===== src/rtl/letc_core_pipe_ctrl_if.sv =====
// Handshake and control bundle between the pipeline stages, fetch1 and the
// pipeline controller.
interface letc_core_pipe_ctrl_if #(
  parameter int unsigned NUM_STAGES = 7,
  parameter int unsigned CNT_W      = 32
);
  logic [NUM_STAGES-1:0] stage_ready;
  logic [NUM_STAGES-1:0] stage_valid;
  logic                  branch_taken;
  logic [31:0]           branch_target;
  logic [31:0]           oldest_young_pc;
  logic                  timer_irq_pending;
  logic                  external_irq_pending;
  logic                  irq_enable;
  logic [31:0]           mtvec;

  logic [NUM_STAGES-1:0] stage_stall;
  logic [NUM_STAGES-1:0] stage_flush;
  logic                  pc_load_en;
  logic [31:0]           pc_load_val;
  logic                  irq_taken;
  logic [3:0]            irq_cause;
  logic [31:0]           irq_epc;
  logic                  busy;
  logic [CNT_W-1:0]      stall_cnt;

  // Pipeline / CSR side
  modport master (
    output stage_ready, stage_valid, branch_taken, branch_target, oldest_young_pc,
           timer_irq_pending, external_irq_pending, irq_enable, mtvec,
    input  stage_stall, stage_flush, pc_load_en, pc_load_val, irq_taken, irq_cause,
           irq_epc, busy, stall_cnt
  );

  // Controller side
  modport slave (
    input  stage_ready, stage_valid, branch_taken, branch_target, oldest_young_pc,
           timer_irq_pending, external_irq_pending, irq_enable, mtvec,
    output stage_stall, stage_flush, pc_load_en, pc_load_val, irq_taken, irq_cause,
           irq_epc, busy, stall_cnt
  );
endinterface


===== src/rtl/letc_core_pipe_ctrl.sv =====
// Pipeline hazard and redirect controller: per-stage stall/flush, branch PC
// redirect and interrupt entry sequencing (flush young, drain old, vector).
module letc_core_pipe_ctrl #(
  parameter int unsigned NUM_STAGES     = 7,
  parameter int unsigned REDIRECT_STAGE = 3,
  parameter int unsigned CNT_W          = 32
) (
  input logic                  clk,
  input logic                  rst_n,
  letc_core_pipe_ctrl_if.slave bus
);

  if (NUM_STAGES < 3) begin : gen_bad_num_stages
    $error("letc_core_pipe_ctrl: NUM_STAGES must be >= 3");
  end
  if (REDIRECT_STAGE < 1 || REDIRECT_STAGE >= NUM_STAGES) begin : gen_bad_redirect_stage
    $error("letc_core_pipe_ctrl: REDIRECT_STAGE must be in [1, NUM_STAGES)");
  end

  localparam logic [NUM_STAGES-1:0] YoungMask =
      {NUM_STAGES{1'b1}} >> (NUM_STAGES - REDIRECT_STAGE);

  localparam logic [3:0] CauseTimer    = 4'd7;
  localparam logic [3:0] CauseExternal = 4'd11;

  typedef enum logic [1:0] {
    StRun,
    StDrain,
    StRedirect
  } state_e;

  state_e           state_q, state_d;
  logic [3:0]       cause_q, cause_d;
  logic [31:0]      epc_q, epc_d;
  logic [CNT_W-1:0] cnt_q, cnt_d;

  logic [NUM_STAGES-1:0] base_stall;
  logic [NUM_STAGES-1:0] stall;
  logic [NUM_STAGES-1:0] flush;
  logic                  pc_load_en;
  logic [31:0]           pc_load_val;
  logic                  irq_taken;
  logic                  irq_req;
  logic                  branch_go;
  logic                  older_valid;
  logic [31:0]           vec_base;
  logic [31:0]           vec_off;

  // A stage must hold if it or any older stage cannot advance.
  always_comb begin
    base_stall = '0;
    for (int i = 0; i < NUM_STAGES; i++) begin
      base_stall[i] = |((~bus.stage_ready) >> i);
    end
  end

  assign irq_req     = bus.irq_enable & (bus.timer_irq_pending | bus.external_irq_pending);
  assign branch_go   = bus.branch_taken & ~base_stall[REDIRECT_STAGE];
  assign older_valid = |(bus.stage_valid & ~YoungMask);
  assign vec_base    = {bus.mtvec[31:2], 2'b00};
  assign vec_off     = (bus.mtvec[1:0] == 2'b01) ? {26'd0, cause_q, 2'b00} : 32'd0;

  always_comb begin
    state_d     = state_q;
    cause_d     = cause_q;
    epc_d       = epc_q;
    stall       = base_stall;
    flush       = '0;
    pc_load_en  = 1'b0;
    pc_load_val = 32'd0;
    irq_taken   = 1'b0;

    unique case (state_q)
      StRun: begin
        if (branch_go) begin
          flush       = YoungMask;
          pc_load_en  = 1'b1;
          pc_load_val = bus.branch_target;
        end
        if (irq_req) begin
          state_d = StDrain;
          cause_d = bus.external_irq_pending ? CauseExternal : CauseTimer;
          epc_d   = branch_go ? bus.branch_target : bus.oldest_young_pc;
        end
      end
      StDrain: begin
        flush    = YoungMask;
        stall[0] = 1'b1;
        // An older branch still retiring moves the return point.
        if (bus.branch_taken) begin
          epc_d = bus.branch_target;
        end
        if (!older_valid) begin
          state_d = StRedirect;
        end
      end
      StRedirect: begin
        flush       = YoungMask;
        pc_load_en  = 1'b1;
        pc_load_val = vec_base + vec_off;
        irq_taken   = 1'b1;
        state_d     = StRun;
      end
      default: begin
        state_d = StRun;
      end
    endcase
  end

  always_comb begin
    cnt_d = cnt_q;
    if (stall[0] && (cnt_q != {CNT_W{1'b1}})) begin
      cnt_d = cnt_q + CNT_W'(1);
    end
  end

  always_ff @(posedge clk or negedge rst_n) begin
    if (!rst_n) begin
      state_q <= StRun;
      cause_q <= 4'd0;
      epc_q   <= 32'd0;
      cnt_q   <= '0;
    end else begin
      state_q <= state_d;
      cause_q <= cause_d;
      epc_q   <= epc_d;
      cnt_q   <= cnt_d;
    end
  end

  // Combinational outputs are forced to their reset values while reset is held.
  assign bus.stage_stall = rst_n ? stall : '0;
  assign bus.stage_flush = rst_n ? flush : '1;
  assign bus.pc_load_en  = rst_n & pc_load_en;
  assign bus.pc_load_val = rst_n ? pc_load_val : 32'd0;
  assign bus.irq_taken   = rst_n & irq_taken;
  assign bus.irq_cause   = cause_q;
  assign bus.irq_epc     = epc_q;
  assign bus.busy        = (state_q != StRun);
  assign bus.stall_cnt   = cnt_q;

endmodule


===== src/flat_wrapper.sv =====
// flat-port wrapper written by rule: the top's interface ports become plain ports
module letc_core_pipe_ctrl_flat 
#(
  parameter int unsigned NUM_STAGES     = 7,
  parameter int unsigned REDIRECT_STAGE = 3,
  parameter int unsigned CNT_W          = 32
)
  (clk, rst_n, bus_stage_ready, bus_stage_valid, bus_branch_taken, bus_branch_target, bus_oldest_young_pc, bus_timer_irq_pending, bus_external_irq_pending, bus_irq_enable, bus_mtvec, bus_stage_stall, bus_stage_flush, bus_pc_load_en, bus_pc_load_val, bus_irq_taken, bus_irq_cause, bus_irq_epc, bus_busy, bus_stall_cnt);
  letc_core_pipe_ctrl_if #(.NUM_STAGES(NUM_STAGES), .CNT_W(CNT_W)) bus_i ();
  input logic clk;
  input logic rst_n;
  input wire logic [$bits(bus_i.stage_ready)-1:0] bus_stage_ready;
  input wire logic [$bits(bus_i.stage_valid)-1:0] bus_stage_valid;
  input wire logic [$bits(bus_i.branch_taken)-1:0] bus_branch_taken;
  input wire logic [$bits(bus_i.branch_target)-1:0] bus_branch_target;
  input wire logic [$bits(bus_i.oldest_young_pc)-1:0] bus_oldest_young_pc;
  input wire logic [$bits(bus_i.timer_irq_pending)-1:0] bus_timer_irq_pending;
  input wire logic [$bits(bus_i.external_irq_pending)-1:0] bus_external_irq_pending;
  input wire logic [$bits(bus_i.irq_enable)-1:0] bus_irq_enable;
  input wire logic [$bits(bus_i.mtvec)-1:0] bus_mtvec;
  output wire logic [$bits(bus_i.stage_stall)-1:0] bus_stage_stall;
  output wire logic [$bits(bus_i.stage_flush)-1:0] bus_stage_flush;
  output wire logic [$bits(bus_i.pc_load_en)-1:0] bus_pc_load_en;
  output wire logic [$bits(bus_i.pc_load_val)-1:0] bus_pc_load_val;
  output wire logic [$bits(bus_i.irq_taken)-1:0] bus_irq_taken;
  output wire logic [$bits(bus_i.irq_cause)-1:0] bus_irq_cause;
  output wire logic [$bits(bus_i.irq_epc)-1:0] bus_irq_epc;
  output wire logic [$bits(bus_i.busy)-1:0] bus_busy;
  output wire logic [$bits(bus_i.stall_cnt)-1:0] bus_stall_cnt;
  assign bus_i.stage_ready = bus_stage_ready;
  assign bus_i.stage_valid = bus_stage_valid;
  assign bus_i.branch_taken = bus_branch_taken;
  assign bus_i.branch_target = bus_branch_target;
  assign bus_i.oldest_young_pc = bus_oldest_young_pc;
  assign bus_i.timer_irq_pending = bus_timer_irq_pending;
  assign bus_i.external_irq_pending = bus_external_irq_pending;
  assign bus_i.irq_enable = bus_irq_enable;
  assign bus_i.mtvec = bus_mtvec;
  assign bus_stage_stall = bus_i.stage_stall;
  assign bus_stage_flush = bus_i.stage_flush;
  assign bus_pc_load_en = bus_i.pc_load_en;
  assign bus_pc_load_val = bus_i.pc_load_val;
  assign bus_irq_taken = bus_i.irq_taken;
  assign bus_irq_cause = bus_i.irq_cause;
  assign bus_irq_epc = bus_i.irq_epc;
  assign bus_busy = bus_i.busy;
  assign bus_stall_cnt = bus_i.stall_cnt;
  letc_core_pipe_ctrl #(.NUM_STAGES(NUM_STAGES), .REDIRECT_STAGE(REDIRECT_STAGE), .CNT_W(CNT_W)) u_core (.clk(clk), .rst_n(rst_n), .bus(bus_i));
endmodule

===== config.mk =====
export PLATFORM = sky130hd
export DESIGN_NAME = letc_core_pipe_ctrl_flat
export DESIGN_NICKNAME = d
export VERILOG_FILES = /design/src/rtl/letc_core_pipe_ctrl_if.sv /design/src/rtl/letc_core_pipe_ctrl.sv /design/src/flat_wrapper.sv
export SDC_FILE = /design/constraint.sdc
export NUM_CORES = 1
export LEC_CHECK = 0
export ABC_CLOCK_PERIOD_IN_PS = 3850
export BUFFER_PORTS_ARGS = -buffer_cell sky130_fd_sc_hd__buf_2
export CAP_MARGIN = 10
export CORE_AREA = 3 3 104 106
export CTS_CLUSTER_DIAMETER = 40
export DETAILED_ROUTE_END_ITERATION = 12
export DIE_AREA = 0 0 107 109
export GPL_TIMING_DRIVEN = 0
export HOLD_SLACK_MARGIN = 0.08
export PLACE_DENSITY = 0.79
export SYNTH_ARGS = -nofsm -noshare
export SYNTH_HDL_FRONTEND = slang
export SYNTH_SLANG_ARGS = --single-unit
export TNS_END_PERCENT = 50

===== constraint.sdc =====
create_clock -name clk -period 3.85 [get_ports clk]
set_input_delay 0.5775 -clock clk [delete_from_list [all_inputs] [get_ports clk]]
set_output_delay 0.5775 -clock clk [all_outputs]
set_load 0.05 [all_outputs]

==> results of run 1 <==
worst reg2reg max path: cells and delay by family (launching register included):
kind                       cells  cell delay [ps]
DFF                            1              380
buffers and inverters          3              840
and+or+nand+nor                1              130
adders and majority gates      1              230
AOI/OAI and AO/OA              2              930
flip-flops by register name, summed over array words and instances, names as in the netlist:
name                  count
u_core.bus.stall_cnt     32
u_core.state_q            2
u_core.bus.irq_cause      3
u_core.bus.irq_epc       32
final cells by class:
cell class / count / area, µm² / area share (%)
plain buffers: 29 / 145 / 2.40
well taps: 133 / 166 / 2.75
clock inverters: 6 / 70.1 / 1.16
clock buffers: 10 / 138 / 2.27
diodes: 2 / 5.00 / 0.0826
repair buffers: 231 / 1190 / 19.7
inverters: 14 / 52.6 / 0.868
multi-input cells: 389 / 2560 / 42.3
flip-flops and latches: 69 / 1730 / 28.5
per-stage QoR:
stage	hold slack, ps	util [%]	power [mW]
6_report	207	61.4	4.15
5_1_grt	212	61.4	4.38
4_1_cts	221	61.2	4.18
3_5_place_dp	393	58.9	3.54
3_3_place_gp	476	58.6	3.49
2_1_floorplan	282	-	2.90
logic make-up after synthesis:
family	share of synthesized area (%)
AO/OA/AOI/OAI	12.3
multiplexers	7.90
AND/OR/NAND/NOR	23.2
XOR/XNOR	10.6
adder cells (fa/ha/maj)	2.97
flip-flops	38.7
buffers and inverters	4.34
how the worst max path moves through the flow:
| stage | startpoint | to | slack, ps | depth (start not counted) |
|---|---|---|---|---|
| floorplan | bus_mtvec[0] | bus_pc_load_val[8] | -260 | 10 |
| global placement | rst_n | bus_pc_load_val[31] | -1280 | 7 |
| detailed placement | bus_mtvec[0] | bus_pc_load_val[20] | -170 | 12 |
| CTS | bus_mtvec[0] | bus_pc_load_val[20] | 70 | 12 |
| global route | bus_mtvec[0] | bus_pc_load_val[20] | -50 | 12 |
| finish | bus_mtvec[0] | bus_pc_load_val[20] | 80 | 12 |
layer usage:
layer,GRT usage (%),wire length (µm)
met5,0,0
met4,14.2,656
met3,4.03,970
met2,41.9,7330
met1,31.4,5970
cells in the final DEF (no fill, tap or decap), types with 3 or more instances in the layout:
cell type / count
and3_1: 10
nand3_1: 23
nand4_1: 16
mux2i_1: 33
dfrtp_1: 69
clkbuf_8: 10
a31oi_1: 3
inv_1: 13
xnor2_1: 51
buf_4: 8
clkbuf_4: 4
and2_1: 11
nor2_1: 46
buf_2: 230
nor4_1: 8
nor3_1: 12
clkbuf_1: 15
clkinv_4: 3
o21ai_1: 13
nand2_1: 48
and4_1: 8
a21oi_1: 41
ha_1: 9
o21ai_0: 17
xor2_1: 3
timing repair:
action                                 CTS  global route
setup endpoints to repair               13            11
endpoints found under the hold margin    4             0
cloned                                   0             0
hold buffers                             1             0
resized for setup                        3             6
pin swaps                                0             0
power by group:
part | internal [mW] | total (mW) | switching [mW]
logic | 0.624 | 2.42 | 1.79
clock network | 0.321 | 0.625 | 0.304
registers | 0.962 | 1.11 | 0.145
total | 1.91 | 4.15 | 2.24
==> impl_metrics.toml, run 1 <==
[detailed_routing]
via_per_inst = 5.37
antenna_left = 0
wirelength_um = 14900
wl_per_cell_um = 16.9
dr.pass1.iters = 4
drtIter0Drc = 209
post-route-drc-count = 0
dr_total_vias = 4744

[die]
die_h_um = 109
rows = 36
die_x_um = 107
coreArea_um2 = 9860
die_area_um2 = 11700
initial_core_util_pct = 45.3
io_pins = 233

[synthesis]
syn-cell-area_um2 = 4460
ys_ff_latch = 69
synth_cell_types = 51
synthCells = 501
ys_top_cells_by_area = "dfrtp_1, xnor2_1, mux2i_1"
async_flop_share_pct = 100
ys_dominant_reg_cell = "dfrtp_1"
netlist.area_leader.share_pct = 38.7
synth.most_common_cell = "dfrtp_1"
syn_avg_cell_area_um2 = 8.91
synth_nets = 627
synth_edf_count = 0
synth_commonest_cells = "dfrtp_1, xnor2_1, nand2_1, nor2_1, a21oi_1"
yosys_warnings = 0
yosys.area.top_type = "dfrtp_1"
seq_area_frac_synth_pct = 38.7

[clock_tree]
h-tree-depth = 3
numCtsBuffers = 9
clkLatencyLatePin_ps = 360
cts_sinks = 69
cts_setup_buffers = 0
cts_tree = "yes"
cts_max_path_buffers = 2
cts-root-buf = "clkbuf_8"
path_clk_slew_ps = 80

[sta]
fin_tns_setup_ps = 0
setup_viol = 0
skew_ps = 10.9
fin_ws_ps = 75.9
relSlewSlack_pct = 38.6
hold_violations = 0
fmax_ghz = 0.265
slew_viol_final = 0
period_minus_slack_ps = 3770
final.period_utilization_pct = 98.0
worstMarginPinSlew_ps = 921

[worst_setup_path]
crit_top_cell = "clkbuf_4"
cp.required_ps = 3270
crit_path_start_kind = "input port"
cp-end-kind = "output port"
cpMaxStageDelayCell = "fa_1"
timing.rr.end = "u_core.bus.irq_epc[20]"
rr_worst_depth = 7
slowest_delay_ps = 410
r2r_setup_slack_ps = 1260
r2r_start = "u_core.state_q[0]"
crit_fanout = 10
critPathKind = "in -> out"
cp_top_family = "compound AO/OA/AOI/OAI gates"
crit_chain = "buf_2 > nor2b_1 > and2_1 > ha_1 > fa_1 > a21o_1 > a31oi_2 > clkbuf_4 > nor3_1 > xnor2_1 > o21ai_1 > clkbuf_4"
path_buf_inv = 3
cp.arrival_ps = 3200

[layout]
drive_above_1_share_pct = 36.6
stdcell_count = 883
nets = 869
syn2layout_area_growth_pct = 35.7
final_area_um2 = 6060
fillers = 869

[global_route]
grt_max_degree = 69
grt_pass1_vias = 4589
grtUsageTotal_pct = 25.2
grt_pass1_wl_um = 22900
gr-total-overflow = 0
antenna_found_initial = 2

[run]
maxCapViolCount = 0

[min_path]
hold_class = "in -> async"

[power_and_ir_drop]
peakVddDrop_v = 0.000526
p_leak_nw = 2.98
p_per_area_nw_per_um2 = 685

[placement]
dp_cells = 864
port_buffers = 229
gp_congestion = 0.985
hpwl_um = 12000
post-place-ws_ps = -167
placed_area_um2 = 5810

[outcome]
status = "complete, no violations"
Note: power is estimated with default switching activity, not from simulation.
==> run 2: changes to the inputs <==
--- a/config.mk
+++ b/config.mk
@@ -8,13 +8,14 @@
 export ABC_CLOCK_PERIOD_IN_PS = 3850
 export BUFFER_PORTS_ARGS = -buffer_cell sky130_fd_sc_hd__buf_2
 export CAP_MARGIN = 10
-export CORE_AREA = 3 3 104 106
+export CORE_AREA = 3 3 88 123
 export CTS_CLUSTER_DIAMETER = 40
 export DETAILED_ROUTE_END_ITERATION = 12
-export DIE_AREA = 0 0 107 109
+export DIE_AREA = 0 0 91 126
 export GPL_TIMING_DRIVEN = 0
 export HOLD_SLACK_MARGIN = 0.08
-export PLACE_DENSITY = 0.79
+export PLACE_DENSITY = 0.8
+export RECOVER_POWER = 100
 export SYNTH_ARGS = -nofsm -noshare
 export SYNTH_HDL_FRONTEND = slang
 export SYNTH_SLANG_ARGS = --single-unit
==> run 2 against run 1 <==
  * Clock-buffer cell count rose by 3
  * Register-to-register slack improved by 40 ps
  * Critical path depth fell by 1
  * Total power rose by 7.8%
  * Utilization fell by 0.46 points
  * Non-clock buffer count fell by 2
  * Clock skew fell by 4.7 ps
  * Highest routed layer is now met5
  * Cell area fell by 0.39%
  * Clock power rose by 57%
==> impl_metrics.toml, run 2 (same netlist as run 1, synthesis figures left out) <==
[sta]
relSlewSlack_pct = 29.5
final.period_utilization_pct = 96.8
hold_violations = 0
skew_ps = 6.14
slew_viol_final = 0
fmax_ghz = 0.268
setup_viol = 0
rsz0062_at_grt = "no"
fin_ws_ps = 125
period_minus_slack_ps = 3720
worstMarginPinSlew_ps = 1050

[power_and_ir_drop]
p_switching_mw = 2.28
peakVddDrop_v = 0.000453
pwr-share-clk_pct = 22.0
total_power_mw = 4.48
sw_frac_of_total_pct = 50.9
p_int_mw = 2.20
sequentialPowerShare_pct = 25.3
power_frac_comb_pct = 52.7
p_leak_nw = 2.73
p_per_area_nw_per_um2 = 742

[layout]
stdcell_count = 882
final_cell_mix = "buf_2, clkbuf_1, dfrtp_1, xnor2_1, nand2_1"
final_core_util_pct = 60.9
drive_above_1_share_pct = 25.1
mostFrequentLayoutCell = "buf_2"
syn2layout_area_growth_pct = 35.1
final_area_um2 = 6030
fillers = 926
nets = 867

[clock_tree]
cts_max_path_buffers = 2
clkLatencyLatePin_ps = 330
h-tree-depth = 3
holdBufCountCts = 0
cts_sinks = 69
post_cts_resized = 5
numCtsBuffers = 9
cts_tree = "yes"
cts_setup_buffers = 0
cts-root-buf = "clkbuf_16"
path_clk_slew_ps = 50

[detailed_routing]
dr.pass1.iters = 5
drtIter0Drc = 179
antenna_left = 0
dr_total_vias = 4806
via_per_inst = 5.45
wirelength_um = 15300
post-route-drc-count = 0
wl_per_cell_um = 17.4

[worst_setup_path]
path_buf_inv = 3
cpMaxStageDelayCell = "a211oi_2"
crit_chain = "buf_2 > nor2b_1 > and2_1 > ha_1 > and3_1 > a211oi_2 > buf_2 > nor3_1 > xnor2_1 > o21ai_0 > buf_2"
cp_top_family = "buffers and inverters"
slowest_delay_ps = 370
crit_top_cell = "buf_2"
cp.required_ps = 3270
critPathKind = "in -> out"
crit_fanout = 10
crit_path_start_kind = "input port"
cp.arrival_ps = 3150
cp-end-kind = "output port"

[die]
initial_core_util_pct = 45.1
die_x_um = 91
rows = 43
coreArea_um2 = 9900
die_area_um2 = 11500
io_pins = 233
die_h_um = 126

[min_path]
hold_class = "in -> async"

[global_route]
antenna_found_initial = 2
grt_max_degree = 73
gr-total-overflow = 0
grt_pass1_vias = 4726
grt_pass1_wl_um = 23700
grtUsageTotal_pct = 26.0

[placement]
hpwl_um = 12300
placed_area_um2 = 5780
port_buffers = 229
dp_cells = 865
gp_congestion = 0.969
post-place-ws_ps = -504

[run]
maxCapViolCount = 0

[outcome]
status = "complete, no violations"
run 2: changes by cell type in the layout (fill, tap and decap cells not counted), sizes merged:
cell,before,now
diode,2,1
bufinv,1,3
clkinvlp,0,1
inv,14,13
clkbuf,29,138
dlygate4sd3,1,0
buf,240,133
clkinv,5,0
run 2: layer usage:
metal,GRT usage (%),routed length [µm]
met4,10.5,430
met5,0,7
met1,29.2,5800
met2,46.4,7690
met3,6.75,1380
run 2: area by class of cell:
cell class              count  area [µm²]  share of cell area (%)
multi-input cells         389        2520                    41.7
plain buffers              29         145                    2.41
clock buffers              13         270                    4.48
well taps                 135         169                    2.80
inverters                  14        56.3                   0.933
diodes                      1        2.50                  0.0415
repair buffers            229        1050                    17.5
clock inverters             3        90.1                    1.49
flip-flops and latches     69        1730                    28.6
run 2: through the flow:
step	setup TNS, ps	hold slack [ps]
2_1_floorplan	-346	282
3_3_place_gp	-35790	479
3_5_place_dp	-13450	481
4_1_cts	0	292
5_1_grt	0	305
6_report	0	256
run 2: worst paths after layout:
kind,from,to,slack [ps],cells after the start
setup / recovery,bus_mtvec[0],bus_pc_load_val[21],130,11
hold / removal,rst_n,u_core.bus.stall_cnt[23],260,1
setup reg to reg,u_core.state_q[1],u_core.bus.stall_cnt[22],1300,7
hold reg to reg,u_core.bus.stall_cnt[12],u_core.bus.stall_cnt[12],490,1
max in group asynchronous,rst_n,u_core.bus.stall_cnt[1],3190,1
min in group clk,u_core.bus.stall_cnt[12],u_core.bus.stall_cnt[12],490,1
run 2: power groups by stage:
| stage | clock (mW) | sequential, mW | combinational [mW] |
|---|---|---|---|
| global placement | 0 | 1.12 | 2.39 |
| global route | 1.02 | 1.16 | 2.51 |
| detailed placement | 0 | 1.13 | 2.43 |
| CTS | 0.994 | 1.12 | 2.44 |
| finish | 0.984 | 1.13 | 2.36 |
| floorplan | 0 | 1.87 | 1.03 |
